**src/rtl/udp_tx_sched.sv**
```systemverilog
// rtl/udp_tx_sched.sv - round-robin transmit scheduler in front of the UDP frame generator
//
// Shares one frame generator between N_REQ requesters. Latches the winner's
// addressing fields, enables the generator for exactly one frame, then holds
// an inter-frame gap. A generator that never signals frame end is recovered
// by a timeout that pulses the generator's active-low reset.

module udp_tx_sched #(
  parameter int N_REQ          = 4,
  parameter int GAP_CYCLES     = 12,
  parameter int TIMEOUT_CYCLES = 256
) (
  input  logic                  clk_i,
  input  logic                  s_rst_i,

  input  logic [N_REQ-1:0]      req_i,
  input  logic [N_REQ*48-1:0]   dst_mac_addr_i,
  input  logic [N_REQ*32-1:0]   src_ipv4_addr_i,
  input  logic [N_REQ*32-1:0]   dst_ipv4_addr_i,
  input  logic [N_REQ*16-1:0]   src_udp_port_i,
  input  logic [N_REQ*16-1:0]   dst_udp_port_i,

  output logic [N_REQ-1:0]      gnt_o,
  output logic [N_REQ-1:0]      done_o,
  output logic [N_REQ-1:0]      err_o,

  output logic                  gen_en_o,
  output logic                  gen_s_rst_n_o,
  output logic [47:0]           gen_dst_mac_addr_o,
  output logic [31:0]           gen_src_ipv4_addr_o,
  output logic [31:0]           gen_dst_ipv4_addr_o,
  output logic [15:0]           gen_src_udp_port_o,
  output logic [15:0]           gen_dst_udp_port_o,
  input  logic                  gen_frame_end_i,

  output logic                  busy_o,
  output logic [15:0]           frame_cnt_o
);

  localparam int LW = $clog2(N_REQ);
  localparam int RW = $clog2(TIMEOUT_CYCLES);
  localparam int GW = $clog2(GAP_CYCLES + 1);

  localparam logic [RW-1:0] RUN_LAST = RW'(TIMEOUT_CYCLES - 1);
  localparam logic [GW-1:0] GAP_LAST = GW'(GAP_CYCLES - 1);
  localparam logic [LW-1:0] LAST_RST = LW'(N_REQ - 1);

  typedef enum logic [1:0] {
    ST_IDLE = 2'd0,
    ST_RUN  = 2'd1,
    ST_GAP  = 2'd2
  } state_t;

  state_t            state_q, state_d;
  logic [LW-1:0]     last_q, last_d;
  logic [RW-1:0]     run_cnt_q, run_cnt_d;
  logic [GW-1:0]     gap_cnt_q, gap_cnt_d;
  logic [15:0]       frame_cnt_q, frame_cnt_d;

  logic [N_REQ-1:0]  gnt_q, gnt_d;
  logic [N_REQ-1:0]  done_q, done_d;
  logic [N_REQ-1:0]  err_q, err_d;
  logic              gen_en_q, gen_en_d;
  logic              gen_rst_n_q, gen_rst_n_d;
  logic              busy_q, busy_d;

  logic [47:0]       dst_mac_q, dst_mac_d;
  logic [31:0]       src_ip_q, src_ip_d;
  logic [31:0]       dst_ip_q, dst_ip_d;
  logic [15:0]       src_port_q, src_port_d;
  logic [15:0]       dst_port_q, dst_port_d;

  // Arbiter outputs
  logic              arb_found;
  logic [LW-1:0]     arb_win;
  int                arb_idx;

  // Fields of the arbitration winner, selected with constant slice offsets
  logic [47:0]       win_dst_mac;
  logic [31:0]       win_src_ip;
  logic [31:0]       win_dst_ip;
  logic [15:0]       win_src_port;
  logic [15:0]       win_dst_port;

  // Round-robin search starting one past the last winner, wrapping at N_REQ
  always_comb begin
    arb_found = 1'b0;
    arb_win   = last_q;
    arb_idx   = 0;
    for (int i = 1; i <= N_REQ; i++) begin
      arb_idx = int'(last_q) + i;
      if (arb_idx >= N_REQ) begin
        arb_idx = arb_idx - N_REQ;
      end
      if (!arb_found && req_i[LW'(arb_idx)]) begin
        arb_found = 1'b1;
        arb_win   = LW'(arb_idx);
      end
    end
  end

  // Field multiplexer for the requester the arbiter picked
  always_comb begin
    win_dst_mac  = '0;
    win_src_ip   = '0;
    win_dst_ip   = '0;
    win_src_port = '0;
    win_dst_port = '0;
    for (int k = 0; k < N_REQ; k++) begin
      if (arb_win == LW'(k)) begin
        win_dst_mac  = dst_mac_addr_i[k*48 +: 48];
        win_src_ip   = src_ipv4_addr_i[k*32 +: 32];
        win_dst_ip   = dst_ipv4_addr_i[k*32 +: 32];
        win_src_port = src_udp_port_i[k*16 +: 16];
        win_dst_port = dst_udp_port_i[k*16 +: 16];
      end
    end
  end

  // Next-state and next-output logic; pulses default low, everything else holds
  always_comb begin
    state_d     = state_q;
    last_d      = last_q;
    run_cnt_d   = run_cnt_q;
    gap_cnt_d   = gap_cnt_q;
    frame_cnt_d = frame_cnt_q;
    gnt_d       = gnt_q;
    done_d      = '0;
    err_d       = '0;
    gen_en_d    = gen_en_q;
    gen_rst_n_d = 1'b1;
    dst_mac_d   = dst_mac_q;
    src_ip_d    = src_ip_q;
    dst_ip_d    = dst_ip_q;
    src_port_d  = src_port_q;
    dst_port_d  = dst_port_q;

    case (state_q)
      ST_IDLE: begin
        gnt_d    = '0;
        gen_en_d = 1'b0;
        if (arb_found) begin
          state_d        = ST_RUN;
          last_d         = arb_win;
          run_cnt_d      = '0;
          gnt_d[arb_win] = 1'b1;
          gen_en_d       = 1'b1;
          dst_mac_d      = win_dst_mac;
          src_ip_d       = win_src_ip;
          dst_ip_d       = win_dst_ip;
          src_port_d     = win_src_port;
          dst_port_d     = win_dst_port;
        end
      end

      ST_RUN: begin
        run_cnt_d = run_cnt_q + 1'b1;
        // Frame end wins over a coincident timeout expiry
        if (gen_frame_end_i) begin
          state_d     = ST_GAP;
          gap_cnt_d   = '0;
          done_d      = gnt_q;
          gnt_d       = '0;
          gen_en_d    = 1'b0;
          frame_cnt_d = frame_cnt_q + 16'd1;
        end else if (run_cnt_q == RUN_LAST) begin
          state_d     = ST_GAP;
          gap_cnt_d   = '0;
          err_d       = gnt_q;
          gnt_d       = '0;
          gen_en_d    = 1'b0;
          gen_rst_n_d = 1'b0;
        end
      end

      ST_GAP: begin
        gnt_d    = '0;
        gen_en_d = 1'b0;
        if (gap_cnt_q == GAP_LAST) begin
          state_d = ST_IDLE;
        end else begin
          gap_cnt_d = gap_cnt_q + 1'b1;
        end
      end

      default: begin
        state_d  = ST_IDLE;
        gnt_d    = '0;
        gen_en_d = 1'b0;
      end
    endcase

    busy_d = (state_d != ST_IDLE);
  end

  // State and registered-output update; reset parks the arbiter so requester 0 wins first
  always_ff @(posedge clk_i) begin
    if (s_rst_i) begin
      state_q     <= ST_IDLE;
      last_q      <= LAST_RST;
      run_cnt_q   <= '0;
      gap_cnt_q   <= '0;
      frame_cnt_q <= '0;
      gnt_q       <= '0;
      done_q      <= '0;
      err_q       <= '0;
      gen_en_q    <= 1'b0;
      gen_rst_n_q <= 1'b0;
      busy_q      <= 1'b0;
      dst_mac_q   <= '0;
      src_ip_q    <= '0;
      dst_ip_q    <= '0;
      src_port_q  <= '0;
      dst_port_q  <= '0;
    end else begin
      state_q     <= state_d;
      last_q      <= last_d;
      run_cnt_q   <= run_cnt_d;
      gap_cnt_q   <= gap_cnt_d;
      frame_cnt_q <= frame_cnt_d;
      gnt_q       <= gnt_d;
      done_q      <= done_d;
      err_q       <= err_d;
      gen_en_q    <= gen_en_d;
      gen_rst_n_q <= gen_rst_n_d;
      busy_q      <= busy_d;
      dst_mac_q   <= dst_mac_d;
      src_ip_q    <= src_ip_d;
      dst_ip_q    <= dst_ip_d;
      src_port_q  <= src_port_d;
      dst_port_q  <= dst_port_d;
    end
  end

  assign gnt_o               = gnt_q;
  assign done_o              = done_q;
  assign err_o               = err_q;
  assign gen_en_o            = gen_en_q;
  assign gen_s_rst_n_o       = gen_rst_n_q;
  assign busy_o              = busy_q;
  assign frame_cnt_o         = frame_cnt_q;
  assign gen_dst_mac_addr_o  = dst_mac_q;
  assign gen_src_ipv4_addr_o = src_ip_q;
  assign gen_dst_ipv4_addr_o = dst_ip_q;
  assign gen_src_udp_port_o  = src_port_q;
  assign gen_dst_udp_port_o  = dst_port_q;

endmodule

```
**config.mk**
```make
export PLATFORM = sky130hd
export DESIGN_NAME = udp_tx_sched
export DESIGN_NICKNAME = d
export VERILOG_FILES = /design/src/rtl/udp_tx_sched.sv
export SDC_FILE = /design/constraint.sdc
export NUM_CORES = 1
export LEC_CHECK = 0
export ABC_AREA = 1
export BUFFER_PORTS_ARGS = -buffer_cell sky130_fd_sc_hd__buf_2
export CAP_MARGIN = 30
export CORE_AREA = 3 3 298 300
export CTS_BUF_LIST = sky130_fd_sc_hd__clkbuf_4 sky130_fd_sc_hd__clkbuf_8
export DETAILED_ROUTE_END_ITERATION = 7
export DIE_AREA = 0 0 301 303
export GPL_TIMING_DRIVEN = 0
export PLACE_DENSITY = 0.37
export SETUP_SLACK_MARGIN = 0.4
export SLEW_MARGIN = 10
export SYNTH_ARGS = -nofsm -noshare
export SYNTH_HDL_FRONTEND = slang
export SYNTH_SLANG_ARGS = --single-unit
export TNS_END_PERCENT = 50
```
**constraint.sdc**
```tcl
create_clock -name clk_i -period 2.53 [get_ports clk_i]
set_clock_uncertainty 0.2 [all_clocks]
set_input_delay 0.1265 -clock clk_i [delete_from_list [all_inputs] [get_ports clk_i]]
set_output_delay 0.1265 -clock clk_i [all_outputs]
set_load 0.05 [all_outputs]
```
Word level (Yosys, flattened, before mapping)
Index checks and enable logic that the tools add are counted.
{"block": "word_totals", "mem_count": 0, "rom_bits": 0, "inputBits": 583, "ff_bits": 191, "latch_bits": 0, "output_inout_bits": 175, "elab_cells": 134, "mem_bits_rw": 0}
{"block": "op_classes", "div_mod_pow": 0, "muxes": 66, "mul": 0, "addsub": 11, "n_eq_ne": 10, "order_cmp": 10, "bitwise_logic": 3, "shifts": 0, "n_reduce_logical": 18}
{"op": "32-bit two-way mux", "n": 8}
{"op": "48-bit two-way mux", "n": 4}
{"op": "16-bit two-way mux", "n": 8}
{"op": "2-bit two-way mux", "n": 12}
{"op": "1-bit two-way mux", "n": 19}
{"op": "16-bit by 1-bit adder with 16-bit output, second input constant", "n": 1}
{"op": "2-bit by 4-bit less-than comparator with 1-bit output, second input constant", "n": 4}
{"op": "4-bit two-way mux", "n": 4}
{"op": "4-bit one-hot mux with 2 select lines", "n": 2}
{"op": "8-bit one-hot mux with 2 select lines", "n": 1}
{"op": "3-bit >= comparator, second input constant", "n": 3}
{"op": "8-bit by 1-bit adder with 8-bit output, second input constant", "n": 1}
{"op": "1-bit binary-select mux with 2-bit select", "n": 4}
{"op": "8-bit == test, second input constant", "n": 1}
{"op": "8-bit two-way mux", "n": 1}
{"op": "2-bit by 1-bit subtractor with 2-bit output, second input constant", "n": 4}
{"op": "2-bit by 2-bit adder with 3-bit output, second input constant", "n": 2}
{"op": "2-bit == test, second input constant", "n": 3}
{"op": "2-bit one-hot mux with 3 select lines", "n": 1}
{"op": "2-bit AND reduction", "n": 3}
{"op": "2-bit nonzero test", "n": 3}
{"op": "2-bit by 3-bit adder with 4-bit output, second input constant", "n": 1}
{"op": "4-bit by 1-bit adder with 4-bit output, second input constant", "n": 1}
{"op": "2-bit by 1-bit == test with 1-bit output, second input constant", "n": 2}
{"op": "other kinds (16)", "n": 25}

Longest topological paths before layout
{"block": "depth", "depth_word": 22, "ltp_mapped": 18, "depth_no_buf": 15}

Worst setup path after synthesis
OpenSTA, ideal clock, no wires.
{"block": "synth_path", "path_kind": "flip-flop to flip-flop", "from": "register frame_cnt_q[1], in the netlist frame_cnt_o[1]", "to": "register frame_cnt_q[14], in the netlist frame_cnt_o[14]", "stages_incl_launch_ff": 11, "period_less_slack_ns": 2.245, "t_arrival_ns": 1.924, "path_slack_ns": 0.285, "n_path_buf": 0, "t_required_ns": 2.209, "setup_ns": 0.121, "path_cell_list": "dfxtp_1 ha_1 inv_1 nor3_2 nand2_1 nor2_1 nand2_1 nor2_1 nand4_1 o21ai_0 a21oi_1"}
{"block": "synth_between", "elab_chain_len": 1}
{"element": "start: declaration", "line_no": "58", "source": "logic [15:0] frame_cnt_q, frame_cnt_d;"}
{"element": "start signal: assignment", "line_no": "220", "source": "frame_cnt_q <= frame_cnt_d;"}
{"element": "16-bit by 1-bit adder with 16-bit output", "line_no": "165", "source": "frame_cnt_d = frame_cnt_q + 16'd1;"}
Every way passes these cells.
A chain may end at the register's enable or synchronous reset.

Worst setup path after layout
{"block": "layout_path", "from": "register last_q[0]", "to": "register dst_mac_q[45], in the netlist gen_dst_mac_addr_o[45]"}
{"block": "layout_between", "elab_chain_len": 21, "elab_cells_between_ends": 51, "classes_between": "add/sub (8); order compare (4); eq/ne (3); mux (28); reduce/logical (8)"}
{"element": "start: declaration", "line_no": "55", "source": "logic [LW-1:0] last_q, last_d;"}
{"element": "start signal: assignment", "line_no": "217", "source": "last_q <= last_d;"}
{"element": "2-bit by 1-bit adder with 3-bit output", "line_no": "91", "source": "arb_idx = int'(last_q) + i;"}
{"element": "3-bit >= comparator / 2-bit by 1-bit subtractor with 2-bit output (equally long branches)", "line_no": "92, 93"}
{"element": "2-bit two-way mux", "line_no": "92", "source": "if (arb_idx >= N_REQ) begin"}
{"element": "1-bit binary-select mux with 2-bit select", "line_no": "95", "source": "if (!arb_found && req_i[LW'(arb_idx)]) begin"}
{"element": "1-bit two-way mux (implied by the code) (2 in a row)", "line_no": "95"}
{"element": "1-bit two-way mux", "line_no": "95"}
{"element": "1-bit logical NOT", "line_no": "95"}
{"element": "1-bit logical AND", "line_no": "95"}
{"element": "1-bit two-way mux", "line_no": "95"}
{"element": "1-bit logical NOT", "line_no": "95"}
{"element": "1-bit logical AND", "line_no": "95"}
{"element": "1-bit two-way mux", "line_no": "95"}
{"element": "1-bit logical NOT", "line_no": "95"}
{"element": "1-bit logical AND", "line_no": "95"}
{"element": "2-bit two-way mux", "line_no": "95"}
{"element": "2-bit logical NOT", "line_no": "110", "source": "if (arb_win == LW'(k)) begin"}
{"element": "48-bit two-way mux (4 in a row)", "line_no": "110"}
{"element": "end signal: assignment", "line_no": "227", "source": "dst_mac_q <= dst_mac_d;"}
{"element": "end: declaration", "line_no": "67", "source": "logic [47:0] dst_mac_q, dst_mac_d;"}
Several ways; a longest one is shown, not always the timed one. The select of a mux whose other input is x is not followed.

==> flow_summary.yaml <==
cells_and_area:
  seq_area_sq_mm: 0.00383
  layout-drive-gt1-share: 0.368
  layout.cells.most_common: "buf_2"
  fin_nets: 3883
  design_area_sq_mm: 0.0259
  fillCellCount: 9494
  finalNonFillerCells: 4476
  mostFrequentLayoutCells: "buf_2 (760), dlygate4sd3_1 (578), nand2_1 (365)"
  multiInputGateArea_sq_mm: 0.00801
  final_util: 0.299
  area_delta_synth_final_pct: 118
clock_network:
  cts_buffer_depth: 2
  cts-root-buf: "clkbuf_8"
  path_clk_slew_ps: 130
  cts_tree: "built"
  insertion_delay_ps: 570
  htree_levels: 4
  cts_buffers: 17
  cts.sinks: 191
yosys:
  yosys_warnings: 0
  synth_area_leaders: "dfxtp_1 (32%), nand3_1 (16%), nand2_1 (13%)"
  synth_cells: 1905
  ys_seq_area_frac: 0.322
  netlist-cell-type-count: 40
  syn-cell-area_sq_mm: 0.0119
  synth.top_cell.area_share: 0.322
  syn_nets: 2491
  yosysTopAreaCell: "dfxtp_1"
  ys_ff_latch: 191
  postSynthAreaPerCell_sq_um: 6.24
run_status:
  outcome: "complete, but fails checks"
  violations: "setup timing"
sta:
  rsz0062_at_grt: "true"
  setup_viol: 2
  fin_ws_ps: -15.1
  maxSlewHeadroom: 0.395
  fin_crit_sh: 1.01
  fmax_mhz: 393
  drv_slew: 0
  period_needed_ps: 2550
  tightestPinTransition_ps: 908
  hold_viol: 0
pwr:
  power.density_mw_per_mm2: 1630
  p_leak_nw: 11.7
  peakVddDrop_mv: 0.761
  p_total_mw: 42.2
placed_design:
  dp_cells: 3818
  port_buffers: 756
  hpwlAfterDp_mm: 70.3
  place_area_sq_mm: 0.0171
  place.gp.congestion: 0.927
  pre_cts_ws_ps: -766
die:
  floorplan.initialDensity: 0.137
  die_h_microns: 303
  core_sq_mm: 0.0865
  die_x_microns: 301
  pin_count: 758
  die-area_sq_mm: 0.0912
  rows: 108
worst_setup_path:
  startpoint_type: "flip-flop"
  worstPathRequired_ps: 2760
  rrSetupSlack_ps: -20
  criticalPathCategory: "flip-flop to flip-flop"
  r2r_start: "last_q[0]"
  end_kind: "flip-flop"
  r2r_end: "gen_dst_mac_addr_o[45]"
  crit_fanout: 8
  crit_arrival_ps: 2780
  reg2regPathDepth: 17
worst_hold_path:
  min_from: "s_rst_i"
  hold_path.class: "input port to flip-flop"
  worstHoldPathCells: 3
  whs_endpoint: "gen_dst_mac_addr_o[11]"
route:
  vias_per_cell: 4.26
  drc: 0
  drtIter0Drc: 1246
  dr.pass1.iters: 5
  vias: 19089
  totalWireLength_mm: 94.5
  wl_per_cell_microns: 21.1
  drtAntennaViolNets: 0
global_routing:
  grt_pass1_wl_mm: 130
  grt_pass1_vias: 19849
  grt_max_degree: 22
  antenna_found_initial: 14
  grt_overflow: 0
  grt_usage: 0.195
run:
  maxCapViolCount: 0
## worst max-delay path: stages (launching register included)
cell and delay (ps):
dfxtp_2 350, buf_8 130, inv_8 60, nand2_4 70, nand2_4 60, nand2_4 90
nand2_4 70, nor2_4 130, nand3_2 100, nand2_4 150, clkinvlp_4 120, buf_12 160
buf_16 170, buf_16 170, nand3_2 80, nand3_2 90, nand2_2 130, a21oi_1 70
## how the worst max path moves through the flow
stage / cells past startpoint / startpoint / endpoint / slack (ps)
floorplan: 10 / frame_cnt_o[2] / frame_cnt_o[15] / 410
global placement: 16 / last_q[0] / gen_dst_mac_addr_o[42] / -780
detailed placement: 16 / last_q[0] / gen_dst_mac_addr_o[42] / -770
CTS: 16 / last_q[0] / gen_dst_ipv4_addr_o[16] / -40
global route: 17 / last_q[0] / gen_dst_mac_addr_o[43] / -160
finish: 17 / last_q[0] / gen_dst_mac_addr_o[45] / -20
## layout make-up
cell class | instances | area share
clock inverter | 15 | 0.00701
tap | 1155 | 0.0559
timing repair buffer | 1373 | 0.395
antenna | 11 | 0.00106
multi-input combinational | 1506 | 0.310
inverter | 53 | 0.00866
sequential | 191 | 0.148
clock buffer | 17 | 0.00905
buffer | 155 | 0.0655
## what timing repair did
item | 4_1_cts | 5_1_grt
pin swaps | 33 | 81
gates cloned | 4 | 12
gates resized for setup | 296 | 218
hold buffers | 578 | 0
setup endpoints to repair | 176 | 176
buffers inserted | 11 | 10
hold endpoints to repair | 174 | 0
## through the flow
stage	hold slack, ps	setup TNS [ps]
after floorplan	57.9	0
after global placement	210	-61500
after detailed placement	213	-50130
after CTS	40.7	-123
after global routing	89.0	-14600
final	70.1	-17.6
## kinds of logic after synthesis
group                    share of synthesized area
AO/OA/AOI/OAI                                0.144
XOR/XNOR                                  0.000737
adder cells (fa/ha/maj)                    0.00316
buffers and inverters                       0.0961
flip-flops                                   0.322
AND/OR/NAND/NOR                              0.434
## cell usage after synthesis
library cell    n
nand2_2         9
nor3_2          1
buf_4          17
nand2_4         3
inv_6           1
a21boi_1        5
nor2_2          1
nor3_1         15
nor3b_1         2
nor4_1          1
clkbuf_1       49
dfxtp_1       191
o21ai_0       105
or2_2           3
clkinv_1        1
buf_12          4
o21ai_1        53
a31oi_1         3
nand3_2        15
nor2_8          2
nor2_4          2
xnor2_1         1
o31ai_1         1
buf_2          67
nand3_1       388
o21a_1          3
o211ai_1        3
buf_6          16
nand2_1       407
a21oi_1       144
buf_8           2
a21oi_2        10
inv_2           5
inv_1          46
nor4_2          1
ha_1            3
nor2_1        318
nand3b_1        4
o21ai_2         1
nand4_1         2
## state kept, by name, summed over array words and instances, names as in the netlist, 2 cells and up
name                 cells
err_o                    4
gen_dst_ipv4_addr_o     32
gen_src_ipv4_addr_o     32
done_o                   4
gen_dst_mac_addr_o      48
state_q                  2
gap_cnt_q                4
gen_dst_udp_port_o      16
gnt_o                    4
frame_cnt_o             16
last_q                   2
gen_src_udp_port_o      16
run_cnt_q                8
## report_power, final
| part | internal, mW | switching (mW) |
|---|---|---|
| Sequential | 3.87 | 0.398 |
| Clock | 0.773 | 1.56 |
| Combinational | 13.1 | 22.5 |
## layer usage
metal | global-route usage | share of wire | wire length (microns)
met5 | 0 | 0.00044 | 42
met4 | 0.0755 | 0.039 | 3730
met3 | 0.0432 | 0.066 | 6230
met2 | 0.345 | 0.49 | 46100
met1 | 0.229 | 0.41 | 38400
No activity file was read; power rests on OpenSTA's default activity.
